==> config.mk <==
export PLATFORM = sky130hd
export DESIGN_NAME = mem_arb
export DESIGN_NICKNAME = d
export VERILOG_FILES = /design/src/rtl/mem_arb_pkg.sv /design/src/rtl/arb_owner_fifo.sv /design/src/rtl/mem_arb.sv
export SDC_FILE = /design/constraint.sdc
export NUM_CORES = 1
export LEC_CHECK = 0
export CORE_AREA = 2 2 108 110
export CTS_CLUSTER_DIAMETER = 60
export CTS_CLUSTER_SIZE = 10
export DETAILED_ROUTE_END_ITERATION = 12
export DIE_AREA = 0 0 110 112
export REMOVE_ABC_BUFFERS = 1
export SLEW_MARGIN = 10
export SYNTH_ARGS = -nofsm -noshare
export SYNTH_HDL_FRONTEND = slang
export SYNTH_SLANG_ARGS = --single-unit
export TNS_END_PERCENT = 1
==> constraint.sdc <==
create_clock -name clk -period 6.7 [get_ports clk]
set_input_delay 1.34 -clock clk [delete_from_list [all_inputs] [get_ports clk]]
set_output_delay 1.34 -clock clk [all_outputs]
set_load 0.01 [all_outputs]
==> src/rtl/mem_arb_pkg.sv <==
// Shared types for the memory-port arbiter: requester identity and owner-FIFO entry.
package mem_arb_pkg;

  typedef enum logic {
    OWN_IFU = 1'b0,
    OWN_LSU = 1'b1
  } owner_e;

  typedef struct packed {
    owner_e owner;
    logic   kill;
  } arb_ent_t;

  localparam int unsigned MAX_OUTS_DEF = 2;

endpackage

==> src/rtl/arb_owner_fifo.sv <==
// In-order record of who owns each outstanding memory transaction, with a bulk
// kill-mark for IFU entries that never touches the entry being pushed this cycle.
module arb_owner_fifo
  import mem_arb_pkg::*;
#(
  parameter int unsigned DEPTH = MAX_OUTS_DEF
) (
  input  logic     clk,
  input  logic     rst,
  input  logic     push_i,
  input  owner_e   push_owner_i,
  input  logic     pop_i,
  input  logic     kill_ifu_i,
  output logic     full_o,
  output logic     empty_o,
  output arb_ent_t head_o
);

  localparam int unsigned PTR_W = (DEPTH > 1) ? $clog2(DEPTH) : 1;
  localparam int unsigned CNT_W = $clog2(DEPTH + 1);

  arb_ent_t [DEPTH-1:0] ent_q, ent_d;
  logic [PTR_W-1:0]     wr_ptr_q, wr_ptr_d;
  logic [PTR_W-1:0]     rd_ptr_q, rd_ptr_d;
  logic [CNT_W-1:0]     cnt_q, cnt_d;

  function automatic logic [PTR_W-1:0] ptr_inc(input logic [PTR_W-1:0] p);
    return (p == PTR_W'(DEPTH - 1)) ? '0 : p + 1'b1;
  endfunction

  always_comb begin
    ent_d    = ent_q;
    wr_ptr_d = wr_ptr_q;
    rd_ptr_d = rd_ptr_q;
    cnt_d    = cnt_q;
    // Stale slots may get marked too; harmless, since a push rewrites kill=0.
    if (kill_ifu_i) begin
      for (int unsigned i = 0; i < DEPTH; i++) begin
        if (ent_q[i].owner == OWN_IFU) ent_d[i].kill = 1'b1;
      end
    end
    if (push_i) begin
      ent_d[wr_ptr_q].owner = push_owner_i;
      ent_d[wr_ptr_q].kill  = 1'b0;
      wr_ptr_d              = ptr_inc(wr_ptr_q);
    end
    if (pop_i) rd_ptr_d = ptr_inc(rd_ptr_q);
    case ({push_i, pop_i})
      2'b10:   cnt_d = cnt_q + 1'b1;
      2'b01:   cnt_d = cnt_q - 1'b1;
      default: cnt_d = cnt_q;
    endcase
  end

  always_ff @(posedge clk or posedge rst) begin
    if (rst) begin
      ent_q    <= '0;
      wr_ptr_q <= '0;
      rd_ptr_q <= '0;
      cnt_q    <= '0;
    end else begin
      ent_q    <= ent_d;
      wr_ptr_q <= wr_ptr_d;
      rd_ptr_q <= rd_ptr_d;
      cnt_q    <= cnt_d;
    end
  end

  assign full_o  = (cnt_q == CNT_W'(DEPTH));
  assign empty_o = (cnt_q == '0);
  assign head_o  = ent_q[rd_ptr_q];

endmodule

==> src/rtl/mem_arb.sv <==
// Round-robin IFU/LSU arbiter for the single memory port, with grant lock while
// a request stalls and in-order response routing that drops flushed fetches.
module mem_arb
  import mem_arb_pkg::*;
#(
  parameter int unsigned ADDR_W   = 32,
  parameter int unsigned DATA_W   = 32,
  parameter int unsigned MAX_OUTS = MAX_OUTS_DEF
) (
  input  logic                clk,
  input  logic                rst,
  input  logic                ifu_req_vld,
  output logic                ifu_req_rdy,
  input  logic [ADDR_W-1:0]   ifu_req_addr,
  output logic                ifu_rsp_vld,
  input  logic                ifu_rsp_rdy,
  output logic [DATA_W-1:0]   ifu_rsp_data,
  input  logic                ifu_fl,
  input  logic                lsu_req_vld,
  output logic                lsu_req_rdy,
  input  logic [ADDR_W-1:0]   lsu_req_addr,
  input  logic                lsu_req_we,
  input  logic [DATA_W/8-1:0] lsu_req_wstrb,
  input  logic [DATA_W-1:0]   lsu_req_wdata,
  output logic                lsu_rsp_vld,
  input  logic                lsu_rsp_rdy,
  output logic [DATA_W-1:0]   lsu_rsp_data,
  output logic                mem_req_vld,
  input  logic                mem_req_rdy,
  output logic [ADDR_W-1:0]   mem_req_addr,
  output logic                mem_req_we,
  output logic [DATA_W/8-1:0] mem_req_wstrb,
  output logic [DATA_W-1:0]   mem_req_wdata,
  input  logic                mem_rsp_vld,
  output logic                mem_rsp_rdy,
  input  logic [DATA_W-1:0]   mem_rsp_data
);

  logic     lock_q, lock_d;
  owner_e   lock_owner_q, lock_owner_d;
  owner_e   last_gnt_q, last_gnt_d;
  owner_e   gnt;
  logic     gnt_vld;
  logic     req_vld;
  logic     req_hs;
  logic     rsp_hs;
  logic     fifo_full;
  logic     fifo_empty;
  arb_ent_t head;

  always_comb begin
    gnt = OWN_LSU;
    if (lock_q) begin
      gnt = lock_owner_q;
    end else if (ifu_req_vld && !lsu_req_vld) begin
      gnt = OWN_IFU;
    end else if (ifu_req_vld && lsu_req_vld) begin
      gnt = (last_gnt_q == OWN_IFU) ? OWN_LSU : OWN_IFU;
    end
  end

  assign gnt_vld = (gnt == OWN_IFU) ? ifu_req_vld : lsu_req_vld;
  assign req_vld = gnt_vld && !fifo_full && !rst;
  assign req_hs  = req_vld && mem_req_rdy;
  assign rsp_hs  = mem_rsp_vld && mem_rsp_rdy;

  always_comb begin
    mem_req_vld   = req_vld;
    ifu_req_rdy   = !rst && (gnt == OWN_IFU) && mem_req_rdy && !fifo_full;
    lsu_req_rdy   = !rst && (gnt == OWN_LSU) && mem_req_rdy && !fifo_full;
    mem_req_addr  = '0;
    mem_req_we    = 1'b0;
    mem_req_wstrb = '0;
    mem_req_wdata = '0;
    if (req_vld) begin
      if (gnt == OWN_LSU) begin
        mem_req_addr  = lsu_req_addr;
        mem_req_we    = lsu_req_we;
        mem_req_wstrb = lsu_req_wstrb;
        mem_req_wdata = lsu_req_wdata;
      end else begin
        mem_req_addr  = ifu_req_addr;
      end
    end
  end

  always_comb begin
    ifu_rsp_vld  = 1'b0;
    lsu_rsp_vld  = 1'b0;
    mem_rsp_rdy  = 1'b0;
    ifu_rsp_data = rst ? '0 : mem_rsp_data;
    lsu_rsp_data = rst ? '0 : mem_rsp_data;
    if (!rst && !fifo_empty) begin
      if (head.owner == OWN_LSU) begin
        lsu_rsp_vld = mem_rsp_vld;
        mem_rsp_rdy = lsu_rsp_rdy;
      end else if (!head.kill) begin
        ifu_rsp_vld = mem_rsp_vld;
        mem_rsp_rdy = ifu_rsp_rdy;
      end else begin
        // Flushed fetch: swallow the response without bothering the IFU.
        mem_rsp_rdy = 1'b1;
      end
    end
  end

  always_comb begin
    lock_d       = lock_q;
    lock_owner_d = lock_owner_q;
    last_gnt_d   = last_gnt_q;
    if (req_hs) begin
      lock_d     = 1'b0;
      last_gnt_d = gnt;
    end else if (req_vld) begin
      lock_d       = 1'b1;
      lock_owner_d = gnt;
    end
  end

  always_ff @(posedge clk or posedge rst) begin
    if (rst) begin
      lock_q       <= 1'b0;
      lock_owner_q <= OWN_IFU;
      last_gnt_q   <= OWN_IFU;
    end else begin
      lock_q       <= lock_d;
      lock_owner_q <= lock_owner_d;
      last_gnt_q   <= last_gnt_d;
    end
  end

  arb_owner_fifo #(
    .DEPTH(MAX_OUTS)
  ) u_fifo (
    .clk         (clk),
    .rst         (rst),
    .push_i      (req_hs),
    .push_owner_i(gnt),
    .pop_i       (rsp_hs),
    .kill_ifu_i  (ifu_fl && !rst),
    .full_o      (fifo_full),
    .empty_o     (fifo_empty),
    .head_o      (head)
  );

  a_rsp_without_owner : assert property (
    @(posedge clk) disable iff (rst) !(mem_rsp_vld && fifo_empty)
  );

endmodule

## Yosys cells after proc, flatten, opt, wreduce, memory -nomap -nowiden

Cells that the tools add are included.

- Register bits: 11
- Output and inout bits: 139
- Logic and storage cells: 85

- Add/subtract/negate cells: 4
- Magnitude comparators: 3
- Equality and inequality tests: 3
- Multiplexer cells: 40
- Bitwise logic cells: 2
- Reduce and logical (&&, ||, !) cells: 23

Operator list:

| cell | number |
|---|---|
| 2-to-1 mux 32 bit | 5 |
| 2-to-1 mux 1 bit | 24 |
| logical AND 1 bit | 15 |
| bitwise mux 4 bit | 2 |
| 2-to-1 mux 4 bit | 2 |
| 2-to-1 mux 2 bit | 3 |
| demux 2 bit (select 1 bit) | 2 |
| == test 2 bit, second input constant | 2 |
| zero test 1 bit | 4 |
| < comparator 1 x 2 -> 1 bit, second input constant | 2 |
| one-hot mux 2 bit (2 select lines) | 1 |
| nonzero test 2 bit | 2 |
| 2-to-1 mux 3 bit | 1 |
| adder 1 bit, second input constant | 2 |
| adder 2 x 1 -> 2 bit, second input constant | 1 |
| == test 2 x 1 -> 1 bit, second input constant | 1 |
| zero test 2 bit | 1 |
| NOT 1 bit | 2 |
| AND reduction 2 bit | 1 |
| subtractor 2 x 1 -> 2 bit, second input constant | 1 |
| greater-or-equal comparator 1 bit, second input constant | 1 |

## Depth between registers and ports, before layout

Gate-level depths: netlist of the first run.

- Word-level depth: 10
- Depth in mapped cells: 9

## Hierarchy

From an unflattened synthesis of the first run, not the netlist that was laid out.

- Cell total of the unflattened synthesis: 297
- Area total of the unflattened synthesis: 2168.3 um^2

By module, submodules not included:

| module | times used | cells each | area each (um^2) |
|---|---|---|---|
| mem_arb | 1 | 264 | 1806.7 |
| arb_owner_fifo | 1 | 33 | 361.6 |

## Least setup slack after synthesis of the first run

Ideal clock, no wire load.

- Path kind: in2out
- Start point: input port lsu_req_vld
- End point: output port mem_req_addr[10]
- Data arrival time: 2609 ps
- Data required time: 5360 ps
- Setup slack: 2751 ps
- Stages on the path: 7
- Buffers on the path: 3
- Cells stage by stage: buf_2 nor2b_1 o21a_1 clkbuf_1 clkbuf_1 nand3_1 a21oi_1

- Longest elaborated chain between the ends: 8

Ends and longest elaborated chain:

| what | RTL line | source |
|---|---|---|
| start: declaration | mem_arb.sv:19 | `input logic lsu_req_vld,` |
| logical AND 1 bit / zero test 1 bit (equally long branches) | mem_arb.sv:57, mem_arb.sv:55 |  |
| 2-to-1 mux 1 bit / logical AND 1 bit (equally long branches) | mem_arb.sv:57, mem_arb.sv:55 |  |
| 2-to-1 mux 1 bit | mem_arb.sv:55 | `end else if (ifu_req_vld && !lsu_req_vld) begin` |
| 2-to-1 mux 1 bit | mem_arb.sv:53 | `if (lock_q) begin` |
| 2-to-1 mux 1 bit | mem_arb.sv:62 | `assign gnt_vld = (gnt == OWN_IFU) ? ifu_req_vld : lsu_req_vld;` |
| logical AND 1 bit (2 in series) | mem_arb.sv:63 | `assign req_vld = gnt_vld && !fifo_full && !rst;` |
| 2-to-1 mux 32 bit (*) | mem_arb.sv:75 | `if (req_vld) begin` |
| end: declaration | mem_arb.sv:30 | `output logic [ADDR_W-1:0] mem_req_addr,` |

Mark *: on every way between the ends. The rest lies on a longest branch, timed or not.

## Worst setup path after layout of the first run

- Start point: input port lsu_req_vld
- End point: output port mem_req_addr[28]

Same word-level chain as after synthesis.

==> results of run 1 <==
stage by stage:
| step | instance area (um^2) | util [%] |
|---|---|---|
| floorplan | 1510 | - |
| global placement | 4540 | 40.7 |
| detailed placement | 4540 | 40.7 |
| CTS | 4620 | 41.4 |
| global route | 4620 | 41.4 |
| finish | 4620 | 41.4 |
critical path: stages:
cell             delay (ns)
clkdlybuf4s50_1        0.49
nor2b_1                0.22
o21a_2                 0.90
nand3_1                0.15
a21oi_1                0.26
clkdlybuf4s50_1        0.66
final cells by class:
type / instances / area share [%]
Clock buffer: 4 / 1.71
Inverter: 2 / 0.162
Sequential cell: 11 / 5.96
Multi-Input combinational cell: 224 / 26.9
Timing Repair Buffer: 285 / 61.5
Tap cell: 143 / 3.87
routing by layer:
metal / part of all wire [%] / wire [um] / GRT usage [%] / up-vias
met3: 12 / 1290 / 4.27 / 28
met5: 0 / 0 / 0 / -
met4: 4.6 / 501 / 7.17 / 0
met1: 33 / 3670 / 17.2 / 1372
li1: - / - / - / 1436
met2: 50 / 5500 / 31.0 / 234
cells in the final DEF, fill, tap and decap left out, drive strengths merged, types with 3 or more instances in the layout:
master | Yosys | routed
a21oi | 33 | 33
a31oi | 3 | 3
and3 | 38 | 38
buf | 36 | 5
clkbuf | 25 | 4
clkdlybuf4s50 | 0 | 280
dfrtp | 11 | 11
nand2 | 37 | 37
nand2b | 4 | 4
nand3 | 32 | 32
nor2 | 13 | 13
nor2b | 35 | 35
nor3 | 6 | 6
xnor2 | 3 | 3
power breakdown:
group          leakage [nW]  switching [mW]  internal [mW]
registers             0.128          0.0450          0.100
clock network        0.0382          0.0299         0.0800
logic                  1.63           0.389          0.372
total                  1.80           0.464          0.552
cells by family (layout without fill, tap and decap cells):
kind of cell,Yosys count,after routing
buffers and inverters,63,291
multiplexers,1,1
flip-flops,11,11
adder cells (fa/ha/maj),1,1
XOR/XNOR,4,4
AND/OR/NAND/NOR,170,170
AO/OA/AOI/OAI,48,48
path summary, 6_finish.rpt:
path,start,endpoint,cells past startpoint
min in group asynchronous,rst,u_fifo.rd_ptr_q$_DFFE_PP0P_,2
worst max-delay path,lsu_req_vld,mem_req_addr[28],6
worst max register to register,u_fifo.cnt_q[1]$_DFFE_PP0P_,u_fifo.cnt_q[1]$_DFFE_PP0P_,8
worst min register to register,u_fifo.cnt_q[1]$_DFFE_PP0P_,u_fifo.cnt_q[1]$_DFFE_PP0P_,1
max in group asynchronous,rst,last_gnt_q$_DFFE_PP0P_,2
worst min-delay path,u_fifo.cnt_q[1]$_DFFE_PP0P_,u_fifo.cnt_q[1]$_DFFE_PP0P_,1
==> impl_results.md, run 1 <==
* Multi-input combinational cell area at 0.00124 mm^2
* CTS tree: done
* CTS root buf: clkbuf_16
* Drt drc at 0
* Top FF cell, synth: dfrtp_1
* Kind of start point of the critical path: primary input
* Largest net degree at the start of global routing at 72
* Top post-synthesis cells by count: and3_1, nand2_1, nor2b_1
* Synth unique cells at 34
* CTS Sinks at 11
* Die Y at 112 um
* Initial DRC count at 153
* Achievable frequency at 186 MHz
* All-Layer GR Usage at 16.7%
* Leakage dissipation at 1.80 nW
* Max_cap viols at 0
* Cts hold-fix bufs at 0
* Router iterations before antenna repair at 4
* Vias per Instance at 4.59
* Cell row count at 39
* Routed Antenna Nets at 0
* RePlAce Congestion at 0.902
* Seq. cell area at 275 um^2
* EDFF count, synth at 0
* Number of setup buffers added after CTS at 0
* Post-synthesis adder-cell area fraction at 0.668%
* Syn_area_per_cell at 6.28 um^2
* Die W at 110 um
* Largest family of logic cells by synthesized area: simple AND/OR/NAND/NOR gates
* Measured slew at the worst slew-check pin at 1.13 ns
* Register bit total from synthesis at 11
* Sequential share of the synthesized area at 14.7%
* # diodes at 0
* Fraction of layout cells with a size suffix above 1 at 2.28%
* Grt total ovfl at 0
* Most instantiated library cell after synthesis: and3_1
* Setup TNS at 0 ns
* Tot Pwr at 1.02 mW
* Cts repair resizes at 0
* IO Pins at 281
* Worst slew margin at 24.9%
* Non-filler instance count after layout at 669
* Fin crit share at 80.3%
* Total length of routed wires at 11000 um
* Area delta synth->final at 147%
* Clk_lat worst skew at 0.24 ns
* Antenna violations before repair at 0
* P per Cell Area at 220 mW/mm^2
* Port buffer count at 280
* Final nets at 670
* Ys Warns at 0
* Unrepaired setup endpoints after global routing: false
* Clk_skew at 0.000759 ns
* Reg2reg setup slack at 4.24 ns
* Crit. End Element: output pin
* Synth area leader: dfrtp_1
* Clock Tree Buf Depth at 2
* Hold Fails Final Rpt at 0
* Post-Syn Instances at 298
* VDD IR-drop max at 0.186 mV
* Async SR Flop Fraction at 100%
* Initial Utilization at 16.8%
* DR vias at 3070
* Clk slew on worst S/H paths at 0.04 ns
* Vias in the first global route at 3020
* Synth Area in Simple Gates at 48.0%
* CTS Buf Count at 3
* First-pass GRT wire length at 16000 um
* Minimum clock period at 5.38 ns
* Core footprint at 0.0112 mm^2
* WL/cell at 16.4 um
* Setup ws final at 1.32 ns
* Post-synth top area share at 14.7%
* Top cells by area, synth: dfrtp_1, buf_4, and3_1, nor2b_1, a21oi_1
* Total die area at 0.0123 mm^2
* Min-Delay Path Class: register to register
* Layout filler cell count at 1151
* Mux contribution to synthesized area at 0.535%
* HPWL after DPL at 9300 um
* Placement Setup Slack at 1.36 ns
* Final hold slack at 0.530 ns
* Final setup fails at 0
* Area of the mapped netlist at 0.00187 mm^2
* Worst EP required at 5.36 ns
* CP max FO at 71
* Crit path kind: primary input to output pin
* Status: complete, no violations
* Crit path DAT at 4.04 ns
* Dpl cells at 665
* Area fraction in compound gates after synthesis at 14.6%
* Xor/xnor share of the synthesized area at 1.87%
* Slew Viols, Final at 0
* H-tree levels at 1
(Power assumes the default switching activity.)
==> run 2, diff against run 1 <==
--- a/config.mk
+++ b/config.mk
@@ -5,11 +5,11 @@
 export SDC_FILE = /design/constraint.sdc
 export NUM_CORES = 1
 export LEC_CHECK = 0
-export CORE_AREA = 2 2 108 110
+export CORE_AREA = 2 2 109 111
 export CTS_CLUSTER_DIAMETER = 60
 export CTS_CLUSTER_SIZE = 10
 export DETAILED_ROUTE_END_ITERATION = 12
-export DIE_AREA = 0 0 110 112
+export DIE_AREA = 0 0 111 113
 export REMOVE_ABC_BUFFERS = 1
 export SLEW_MARGIN = 10
 export SYNTH_ARGS = -nofsm -noshare
==> constraint.sdc (replaced) <==
create_clock -name clk -period 5.6 [get_ports clk]
set_input_delay 1.12 -clock clk [delete_from_list [all_inputs] [get_ports clk]]
set_output_delay 1.12 -clock clk [all_outputs]
set_load 0.01 [all_outputs]
==> run 2 against run 1 <==
Sequential cell count unchanged. Count of clock-buffer cells in the layout unchanged. Die area up 1.8%. Cell count up 0.15%. First-iteration DRC count down 52%. Global-route usage down 1.8 points. Sequential power up 20%. Sequential share of layout area about the same. Non-clock buffer count up 1. Hold slack worse by 0.0076 ns. Register-to-register slack worse by 1.1 ns. Setup slack worse by 0.47 ns.
==> impl_results.md, run 2 (synthesis gave the netlist of run 1 again) <==
* Cell mode on critical path: clkdlybuf4s50_1
* # diodes at 0
* Largest delay share family, worst path: buffers and inverters
* Drt drc at 0
* Antenna violations before repair at 0
* Router iterations before antenna repair at 4
* WL/cell at 15.2 um
* Clk_lat worst skew at 0.24 ns
* CTS Sinks at 11
* Seq. cell area at 275 um^2
* Measured slew at the worst slew-check pin at 0.589 ns
* Crit. End Element: output pin
* Combinational share of power at 74.5%
* DR vias at 2906
* Commonest cells after routing, fill and taps aside: clkdlybuf4s50_1, and3_1, nand2_1
* Critical-path cell list: clkdlybuf4s50_1 -> nor2b_1 -> o21a_2 -> buf_4 -> nand3_1 -> a21oi_1 -> clkdlybuf4s50_1
* H-tree levels at 1
* Status: complete, no violations
* Clock Tree Buf Depth at 2
* CTS Buf Count at 3
* Total length of routed wires at 10200 um
* Number of setup buffers added after CTS at 0
* Achievable frequency at 211 MHz
* All-Layer GR Usage at 14.9%
* Minimum clock period at 4.75 ns
* Initial DRC count at 73
* Cell row count at 39
* Routed Antenna Nets at 0
* Min-Delay Path Class: register to register
* Multi-input combinational cell area at 0.00124 mm^2
* Max_cap viols at 0
* CTS root buf: clkbuf_16
* P per Cell Area at 259 mW/mm^2
* Unrepaired setup endpoints after global routing: false
* HPWL after DPL at 8610 um
* Int Pwr at 666 uW
* Kind of start point of the critical path: primary input
* Die W at 111 um
* Worst EP required at 4.48 ns
* Vias per Instance at 4.34
* Final nets at 671
* Clk_skew at 0.00119 ns
* Cts repair resizes at 0
* Crit path DAT at 3.63 ns
* Clk slew on worst S/H paths at 0.04 ns
* IO Pins at 281
* Initial Utilization at 16.6%
* Final Util at 41.1%
* VDD IR-drop max at 0.147 mV
* Port buffer count at 280
* Setup TNS at 0 ns
* CTS tree: done
* Largest net degree at the start of global routing at 41
* Switch share at 44.4%
* Slew Viols, Final at 0
* Fraction of layout cells with a size suffix above 1 at 2.47%
* Die Y at 113 um
* Worst slew margin at 60.7%
* Fin crit share at 84.8%
* Power share of the sequential group at 14.5%
* First-pass GRT wire length at 15200 um
* CP max FO at 40
* Crit path kind: primary input to output pin
* Core footprint at 0.0113 mm^2
* Vias in the first global route at 2786
* Cts hold-fix bufs at 0
* Psw at 531 uW
* CP max stage delay at 0.56 ns
* Commonest non-fill, non-tap cell in the layout: clkdlybuf4s50_1
* Clock power share at 11.0%
* Buf+Inv Stages, Crit Path at 3
* Leakage dissipation at 1.80 nW
* RePlAce Congestion at 0.800
* Layout filler cell count at 1141
* Total die area at 0.0125 mm^2
* Final setup fails at 0
* Grt total ovfl at 0
* Area delta synth->final at 147%
* Hold Fails Final Rpt at 0
* Crit-path slowest cell: clkdlybuf4s50_1
## run 2: final cells by class
cell class	instances	area share, %
sequential	11	5.95
clock buffer	4	1.70
multi-input combinational	224	26.8
timing repair buffer	286	61.5
tap	143	3.86
inverter	2	0.162
## run 2: final timing paths
path / cells after the start / end / start / slack [ns]
setup / recovery: 7 / mem_req_addr[13] / lsu_req_vld / 0.85
hold / removal: 1 / u_fifo.cnt_q[1]$_DFFE_PP0P_ / u_fifo.cnt_q[1]$_DFFE_PP0P_ / 0.52
setup reg to reg: 7 / u_fifo.cnt_q[1]$_DFFE_PP0P_ / u_fifo.cnt_q[1]$_DFFE_PP0P_ / 3.16
hold reg to reg: 1 / u_fifo.cnt_q[1]$_DFFE_PP0P_ / u_fifo.cnt_q[1]$_DFFE_PP0P_ / 0.52
max in group asynchronous: 2 / u_fifo.ent_q[0]$_DFF_PP0_ / rst / 3.88
min in group asynchronous: 2 / lock_owner_q$_DFFE_PP0P_ / rst / 1.40
## run 2: per-stage QoR
stage               cell area (um^2)  hold WS, ns  instances  total power [mW]  worst slack [ns]
global route                    4630        0.546        670              1.29             0.668
floorplan                       1510        0.445        237             0.580              1.08
CTS                             4630        0.524        670              1.21             0.832
detailed placement              4550        0.520        666              1.07             0.842
global placement                4550        0.492        666              1.06             0.885
finish                          4630        0.522        670              1.20             0.852
## run 2: power groups by stage
| stage | combinational (mW) | clock (mW) | sequential [mW] |
|---|---|---|---|
| 6_report | 0.892 | 0.131 | 0.174 |
| 5_1_grt | 0.971 | 0.139 | 0.182 |
| 4_1_cts | 0.904 | 0.135 | 0.173 |
| 3_5_place_dp | 0.899 | 0 | 0.175 |
| 3_3_place_gp | 0.890 | 0 | 0.170 |
| 2_1_floorplan | 0.422 | 0 | 0.158 |
## run 2: metal layers
layer | global-route usage (%) | wire, um | share of wire, %
met5 | 0 | 0 | 0
met1 | 17.5 | 3970 | 39
met2 | 27.5 | 5230 | 51
met3 | 4.28 | 927 | 9.1
met4 | 1.92 | 67 | 0.66
